File: src/rtl/flag_intersex_anim.sv
`default_nettype none
// ============================================================================
//  Module      : flag_intersex_anim
//  Description : Animated intersex flag generator. Draws a yellow 50 %
//                dithered field with a purple ring centred at (CX, CY).
//                The ring radius is either static or pulsed once per frame.
//                Squares of the radius are kept incrementally, so there is
//                no radius multiplier.
//  Ports       : clk    - pixel clock
//                rst_n  - asynchronous active-low reset
//                pix_x  - current pixel x (10 bits)
//                pix_y  - current pixel y (10 bits)
//                frame  - one-cycle pulse at the start of each frame
//                mode   - 0 static, 1 triangle pulse, 2 pulse with dwell,
//                         3 ring off
//                color  - registered RRGGBB colour, 2-cycle pixel latency
//  Revision    : 1.0 - initial release
// ============================================================================
module flag_intersex_anim #(
  parameter int unsigned CX         = 320,
  parameter int unsigned CY         = 240,
  parameter int unsigned R_INIT     = 100,
  parameter int unsigned THICK      = 41,
  parameter int unsigned R_MIN      = 80,
  parameter int unsigned R_MAX      = 120,
  parameter int unsigned STEP_DIV   = 2,
  parameter int unsigned HOLD       = 30,
  parameter logic [5:0]  RING_COLOR = 6'b100011
) (
  input  logic       clk,
  input  logic       rst_n,
  input  logic [9:0] pix_x,
  input  logic [9:0] pix_y,
  input  logic       frame,
  input  logic [1:0] mode,
  output logic [5:0] color
);

  localparam logic [9:0]  CX_V      = 10'(CX);
  localparam logic [9:0]  CY_V      = 10'(CY);
  localparam logic [7:0]  R_INIT_V  = 8'(R_INIT);
  localparam logic [15:0] IN2_INIT  = 16'(R_INIT * R_INIT);
  localparam logic [16:0] OUT2_INIT = 17'((R_INIT + THICK) * (R_INIT + THICK));
  localparam logic [8:0]  THICK_V   = 9'(THICK);
  localparam logic [7:0]  R_TOP     = 8'(R_MAX - 1);  // r value whose increment reaches R_MAX
  localparam logic [7:0]  R_BOT     = 8'(R_MIN + 1);  // r value whose decrement reaches R_MIN
  localparam logic [3:0]  STEP_LAST = 4'(STEP_DIV - 1);
  localparam logic [7:0]  HOLD_LAST = (HOLD == 0) ? 8'd0 : 8'(HOLD - 1);

  localparam logic [5:0]  DITHER_0  = 6'b111100;
  localparam logic [5:0]  DITHER_1  = 6'b111000;

  localparam logic [1:0]  ST_GROW    = 2'd0;
  localparam logic [1:0]  ST_HOLD_HI = 2'd1;
  localparam logic [1:0]  ST_SHRINK  = 2'd2;
  localparam logic [1:0]  ST_HOLD_LO = 2'd3;

  // --------------------------------------------------------------------------
  // Pixel pipeline
  // --------------------------------------------------------------------------
  logic [9:0]  ax, ay;
  logic        in_box, phase;
  logic [9:0]  ax_nxt, ay_nxt;
  logic [16:0] d2;
  logic        ring;

  logic [7:0]  r;
  logic [15:0] in2;
  logic [16:0] out2;

  assign ax_nxt = (pix_x >= CX_V) ? (pix_x - CX_V) : (CX_V - pix_x);
  assign ay_nxt = (pix_y >= CY_V) ? (pix_y - CY_V) : (CY_V - pix_y);

  assign d2   = 17'(ax[7:0]) * 17'(ax[7:0]) + 17'(ay[7:0]) * 17'(ay[7:0]);
  // mode is taken live here so that "ring off" acts per pixel.
  assign ring = in_box && ({1'b0, in2} <= d2) && (d2 < out2) && (mode != 2'd3);

  always_ff @(posedge clk or negedge rst_n) begin
    if (!rst_n) begin
      ax     <= '0;
      ay     <= '0;
      in_box <= 1'b0;
      phase  <= 1'b0;
      color  <= '0;
    end else begin
      ax     <= ax_nxt;
      ay     <= ay_nxt;
      in_box <= (ax_nxt[9:8] == 2'b00) && (ay_nxt[9:8] == 2'b00);
      phase  <= pix_x[0] ^ pix_y[0];
      color  <= ring ? RING_COLOR : (phase ? DITHER_1 : DITHER_0);
    end
  end

  // --------------------------------------------------------------------------
  // Radius animation FSM
  // --------------------------------------------------------------------------
  logic [1:0] state, state_nxt;
  logic [3:0] div;
  logic [7:0] hold;
  logic       anim_mode, animate, step, hold_done;
  logic       grow_en, shrink_en, load, hold_inc, hold_clr;
  logic [8:0] rt;

  assign anim_mode = (mode == 2'd1) || (mode == 2'd2);
  assign animate   = frame && anim_mode;
  assign step      = (div == STEP_LAST);
  // Switching to mode 1 during a dwell releases it on the next frame.
  assign hold_done = (HOLD == 0) || (hold == HOLD_LAST) || (mode == 2'd1);
  assign rt        = {1'b0, r} + THICK_V;

  always_ff @(posedge clk or negedge rst_n) begin
    if (!rst_n) state <= ST_GROW;
    else        state <= state_nxt;
  end

  always_comb begin
    state_nxt = state;
    if (frame) begin
      if (!anim_mode) begin
        state_nxt = ST_GROW;
      end else begin
        case (state)
          ST_GROW:    if (step && (r == R_TOP))
                        state_nxt = (mode == 2'd2) ? ST_HOLD_HI : ST_SHRINK;
          ST_SHRINK:  if (step && (r == R_BOT))
                        state_nxt = (mode == 2'd2) ? ST_HOLD_LO : ST_GROW;
          ST_HOLD_HI: if (hold_done) state_nxt = ST_SHRINK;
          ST_HOLD_LO: if (hold_done) state_nxt = ST_GROW;
          default:    state_nxt = ST_GROW;
        endcase
      end
    end
  end

  always_comb begin
    load      = frame && !anim_mode;
    grow_en   = animate && step && (state == ST_GROW);
    shrink_en = animate && step && (state == ST_SHRINK);
    hold_inc  = animate && ((state == ST_HOLD_HI) || (state == ST_HOLD_LO));
    hold_clr  = load || (hold_inc && hold_done);
  end

  // Squares track r incrementally: (r+-1)^2 = r^2 +- (2r +- 1).
  always_ff @(posedge clk or negedge rst_n) begin
    if (!rst_n) begin
      r    <= R_INIT_V;
      in2  <= IN2_INIT;
      out2 <= OUT2_INIT;
      div  <= '0;
      hold <= '0;
    end else begin
      if (load) begin
        r    <= R_INIT_V;
        in2  <= IN2_INIT;
        out2 <= OUT2_INIT;
        div  <= '0;
      end else if (animate) begin
        div <= step ? 4'd0 : div + 4'd1;
        if (grow_en) begin
          r    <= r + 8'd1;
          in2  <= in2 + {7'b0, r, 1'b1};
          out2 <= out2 + {7'b0, rt, 1'b1};
        end else if (shrink_en) begin
          r    <= r - 8'd1;
          in2  <= in2 - ({7'b0, r, 1'b0} - 16'd1);
          out2 <= out2 - ({7'b0, rt, 1'b0} - 17'd1);
        end
      end
      if (hold_clr)      hold <= '0;
      else if (hold_inc) hold <= hold + 8'd1;
    end
  end

endmodule
`default_nettype wire

File: config.mk
export PLATFORM = sky130hd
export DESIGN_NAME = flag_intersex_anim
export DESIGN_NICKNAME = d
export VERILOG_FILES = /design/src/rtl/flag_intersex_anim.sv
export SDC_FILE = /design/constraint.sdc
export NUM_CORES = 1
export LEC_CHECK = 0
export CAP_MARGIN = 20
export CORE_ASPECT_RATIO = 0.5
export CORE_MARGIN = 1
export CORE_UTILIZATION = 41
export DETAILED_ROUTE_END_ITERATION = 16
export PLACE_DENSITY = 0.54
export SYNTH_ARGS = -nofsm -noshare
export SYNTH_HDL_FRONTEND = slang
export SYNTH_SLANG_ARGS = --single-unit
File: constraint.sdc
create_clock -name clk -period 9.85 [get_ports clk]
set_input_delay 1.97 -clock clk [delete_from_list [all_inputs] [get_ports clk]]
set_output_delay 1.97 -clock clk [all_outputs]
set_load 0.005 [all_outputs]
Word level (Yosys, flattened, before mapping)
Cells that the tools add are included.
{ "op_classes": {"n_addsub": 16, "mul": 2, "magnitude_cmp": 4, "eq_ne": 14, "mux": 29, "n_bitwise": 1, "n_reduce_logical": 26} }
{ "op_table": {"columns": ["operator", "n"], "rows": [
  ["$mux 17", 4],
  ["$mux 16", 4],
  ["$mux 8", 6],
  ["$mul 8x8->16", 2],
  ["$mux 10", 2],
  ["$add 16x16->17", 1],
  ["$add 17x10->17", 1],
  ["$le 16x17->1", 1],
  ["$lt 17x17->1", 1],
  ["$sub 17x17->17", 1],
  ["$add 16x9->16", 1],
  ["$add 8x1->8 const B", 2],
  ["$eq 8x7->1 const B", 2],
  ["$sub 16x16->16", 1],
  ["$mux 2", 7],
  ["$logic_and 1x1->1", 13],
  ["$mux 4", 3],
  ["$ne 3x3->1 const B", 4],
  ["$sub 10x1->11 const B", 1],
  ["$ge 10x8->1 const B", 1],
  ["$ge 10x9->1 const B", 1],
  ["$sub 10x8->10 const B", 1],
  ["$sub 10x9->10 const B", 1],
  ["$sub 8x10->10 const A", 1],
  ["other kinds (21)", 30]
]} }
{ "word_totals": {"regBits": 79, "inputBits": 25, "word_cells": 103} }

Longest topological paths before layout
{ "logic_depth": {"depth_word": 9, "ltp_mapped": 29} }

Worst setup path before layout
Ideal clock, no wire load.
{ "synth_path": {"path_kind": "register to register", "startpoint": "reg ay[5]", "endpoint": "reg color[1]", "setup_time_ns": 0.067, "arrival_ns": 6.751, "t_required_ns": 9.783, "setup_slack_ns": 3.033, "path_stages_with_launch": 27, "path_cell_list": "dfrtp_1 -> clkbuf_1 -> inv_1 -> nor2_1 -> fa_1 -> fa_1 -> fa_1 -> fa_1 -> fa_1 -> inv_1 -> fa_1 -> inv_1 -> ha_1 -> nor3_1 -> o21ai_0 -> a31oi_1 -> a21oi_1 -> a21o_1 -> a21o_1 -> xnor2_1 -> ha_1 -> a2111oi_0 -> o21ai_0 -> o22a_1 -> o31ai_1 -> o2111a_1 -> and3_1"} }
{ "synth_between": {"elab_chain_cells": 7, "word_cells_on_any_way": 8, "cone_classes": "add/sub: 1; mul: 1; order compare: 2; mux: 1; reduce/logical: 3"} }
{ "synth_lines": {"columns": ["item", "line_no", "rtl"], "rows": [
  ["start, declared", "61", "logic [9:0] ax, ay;"],
  ["start signal, assigned", "87", "ay <= ay_nxt;"],
  ["$mul 8x8->16 *", "74", "assign d2 = 17'(ax[7:0]) * 17'(ax[7:0]) + 17'(ay[7:0]) * 17'(ay[7:0]);"],
  ["$add 16x16->17 *", "74", null],
  ["$le 16x17->1", "76", "assign ring = in_box && ({1'b0, in2} <= d2) && (d2 < out2) && (mode != 2'd3);"],
  ["$logic_and 1x1->1", "76", null],
  ["$logic_and 1x1->1 * (2 in series)", "76", null],
  ["net ring", "65", "logic ring;"],
  ["$mux 5 *", "90", "color <= ring ? RING_COLOR : (phase ? DITHER_1 : DITHER_0);"],
  ["end signal, assigned", "90", null],
  ["end, declared", "36", "output logic [5:0] color"]
]} }
Mark *: on every way through the listed nets, which the timed path passes. The rest lies on a longest branch.
A chain may end at the register's enable or synchronous reset.

Worst setup path after layout
{ "layout_path": {"startpoint": "reg ay[5]", "endpoint": "reg color[2]"} }
{ "layout_between": {"elab_chain_cells": 7, "word_cells_on_any_way": 8, "cone_classes": "add/sub: 1; mul: 1; order compare: 2; mux: 1; reduce/logical: 3"} }
{ "layout_lines": {"columns": ["item", "line_no"], "rows": [
  ["$mul 8x8->16 *", "74"],
  ["$add 16x16->17 *", "74"],
  ["$le 16x17->1", "76"],
  ["$logic_and 1x1->1", "76"],
  ["$logic_and 1x1->1 * (2 in series)", "76"],
  ["$mux 5 *", "90"]
]} }
Mark *: on every way between the ends. The rest lies on a longest branch, timed or not.

==> metrics.cfg <==
[worst_setup_path]
r2r-end = color[2]$_DFF_PN0_
slowest_delay_ns = 0.55
critPathKind = reg2reg
crit_buf_inv = 3
arrival_ns = 7.56
slowest_stage = fa_1
required_ns = 10.07
reg2reg_depth = 25
end_kind = flop
crit_fanout = 10
critPathMostFrequentCell = fa_1
worstReg2RegStart = ay[5]$_DFF_PN0_
r2r_setup_slack_ns = 2.51
startpoint_type = flop
critPathTopFamily = adder cells

[synth]
yosysSeqAreaShare_pct = 19.4
syn-cell-area_mm2 = 0.0100
synth.avg_cell_area_um2 = 8.74
ys_warn_count = 0
synthArstFlopShare_pct = 100
synthFlopType = dfrtp_1
synth.net_count = 1386
synth_edf_count = 0
synth_cell_types = 72
ys_ff_latch = 77
netlist_instances = 1145

[sta]
skew_ns = 0.00662
min_period_ns = 7.34
worst_slew_pin_slew_ns = 1.08
max-slew-margin-rel_pct = 28.3
maxSlewViolCount = 0
grt_setup_unrepaired = false
setup_viol = 0
finalCritPeriodShare_pct = 74.5
hold_viol = 0
tns_ns = 0
clock.fmax_ghz = 0.136

[floorplanning]
io_pins = 31
rows = 39
core_area_mm2 = 0.0234
initial_core_util_pct = 42.8
die_h_um = 113
dieArea_mm2 = 0.0251
die_x_um = 223

[cells_and_area]
post-route-util_pct = 46.6
area_growth_pct = 8.84
finalNetCount = 1398
diodes = 0
final_cell_mix = inv_1 (162), ha_1 (137), fa_1 (79)
design_area_mm2 = 0.0109
mostFrequentLayoutCell = inv_1
nFillCells = 2221
drive_above_1_share_pct = 4.30

[cts]
hold_buffers = 0
cts_tree = done
htreeDepth = 3
cts_setup_buffers = 0
clk-insertion-delay-late_ns = 0.37
cts-root-buf = clkbuf_16
numCtsBuffers = 9
cts_resized = 0
cts.path.max_buffers = 2
path_clk_slew_ns = 0.06
cts_sinks = 77

[drt]
routedWlPerCell_um = 15.6
vias = 7771
drt_first_iter_violations = 510
ant_nets = 0
vias_per_cell = 5.29
drc = 0
drt_pre_antenna_iters = 4
wirelength_mm = 22.9

[global_routing]
grt_max_degree = 46
antenna_found_initial = 0
grt_usage_pct = 19.9
grt_pass1_wl_mm = 39.8
grt.overflow.total = 0
grt_pass1_vias = 8003

[status]
status = complete, no violations

[min_path]
min_to = color[2]$_DFF_PN0_
hp-start = phase$_DFF_PN0_
hold_depth = 1
min_path_type = reg2reg

[placement]
gp_congestion = 0.827
io_buffers = 30
place_area_mm2 = 0.0106
hpwl_mm = 18.2

[run]
drv_cap = 0

==> layer usage <==
metal / vias to the layer above / global-route usage, % / share of wire, %
li1: 3933 / - / -
met1: 3723 / 27.6 / 51
met2: 95 / 32.3 / 45
met3: 20 / 3.56 / 3.0
met4: 0 / 5.15 / 1.3
met5: - / 0 / 0
==> cell families (layout without fill, tap and decap cells) <==
family | after synthesis | after routing | synth area share [%]
AOI/OAI and AO/OA | 260 | 260 | 17.0
xor gates and xnor gates | 80 | 80 | 7.00
adders and majority gates | 216 | 216 | 32.9
buffers and inverters | 195 | 212 | 7.39
DFF | 77 | 77 | 19.4
muxes | 7 | 7 | 0.712
other | 1 | 1 | 0.0375
and+or+nand+nor | 309 | 309 | 15.5
==> how the worst max path moves through the flow <==
stage / from / endpoint / cells past startpoint
2_1_floorplan: ay[5]$_DFF_PN0_ / color[1]$_DFF_PN0_ / 26
5_1_grt: ay[3]$_DFF_PN0_ / color[4]$_DFF_PN0_ / 25
6_report: ay[5]$_DFF_PN0_ / color[2]$_DFF_PN0_ / 25
3_5_place_dp: ay[3]$_DFF_PN0_ / color[2]$_DFF_PN0_ / 25
4_1_cts: ay[3]$_DFF_PN0_ / color[2]$_DFF_PN0_ / 25
3_3_place_gp: ay[5]$_DFF_PN0_ / color[2]$_DFF_PN0_ / 25
==> stage by stage <==
stage	setup WS (ns)	hold WS, ns	cells
3_5_place_dp	2.51	0.409	1453
6_report	2.51	0.429	1469
2_1_floorplan	3.03	0.375	1145
3_3_place_gp	2.61	0.407	1453
5_1_grt	1.96	0.441	1469
4_1_cts	2.46	0.432	1469
==> flip-flops by register name, indices dropped and copies added, names as in the netlist, 4 cells and up <==
signal / count
hold: 8
out2: 17
color: 4
r: 8
div: 4
ax: 8
ay: 8
in2: 16
==> final cells by class <==
type / instances / area (µm²) / area share [%]
clock inverter: 7 / 82.6 / 0.758
inverter: 163 / 612 / 5.61
multi-input combinational: 873 / 7330 / 67.2
clock buffer: 9 / 225 / 2.07
tap: 307 / 384 / 3.53
timing repair buffer: 33 / 320 / 2.94
sequential: 77 / 1950 / 17.9
==> Yosys cell counts, types with 7 or more instances <==
| library cell | count | area, µm² |
|---|---|---|
| o21ai_0 | 64 | 320 |
| o21a_1 | 14 | 105 |
| nand2_1 | 73 | 274 |
| nor2_1 | 75 | 282 |
| inv_1 | 162 | 608 |
| xnor2_1 | 42 | 368 |
| xor2_1 | 38 | 333 |
| nor2b_1 | 19 | 119 |
| a211oi_1 | 13 | 97.6 |
| a22oi_1 | 7 | 52.6 |
| a21o_1 | 19 | 143 |
| nand3_1 | 23 | 115 |
| dfstp_2 | 16 | 420 |
| dfrtp_1 | 61 | 1530 |
| o31ai_1 | 8 | 60.1 |
| nor3_1 | 23 | 115 |
| fa_1 | 79 | 1580 |
| a21oi_1 | 64 | 320 |
| nand2b_1 | 11 | 68.8 |
| clkbuf_1 | 26 | 97.6 |
| ha_1 | 137 | 1710 |
| nand4_1 | 7 | 43.8 |
| and2_1 | 39 | 244 |
| o22ai_1 | 12 | 75.1 |
| and3_1 | 9 | 56.3 |
==> worst register-to-register path, cell delays in order, from the launching register on <==
cell and delay [ns]:
dfrtp_1 0.51, inv_1 0.13, nor2_1 0.20, fa_1 0.48, fa_1 0.52, fa_1 0.52
fa_1 0.55, fa_1 0.55, inv_1 0.05, fa_1 0.53, inv_1 0.05, ha_1 0.23
nor3_1 0.18, o21ai_0 0.11, a31oi_1 0.33, a21oi_1 0.16, a21o_1 0.20, a21o_1 0.20
xnor2_1 0.14, ha_1 0.20, a2111oi_0 0.31, o21ai_0 0.15, o22a_1 0.18, o31ai_1 0.32
o2111a_1 0.29, a31oi_1 0.10
Power is left out: the tool's default activity adds up to more than one toggle a clock period on the data nets, which glitch-free logic cannot reach.
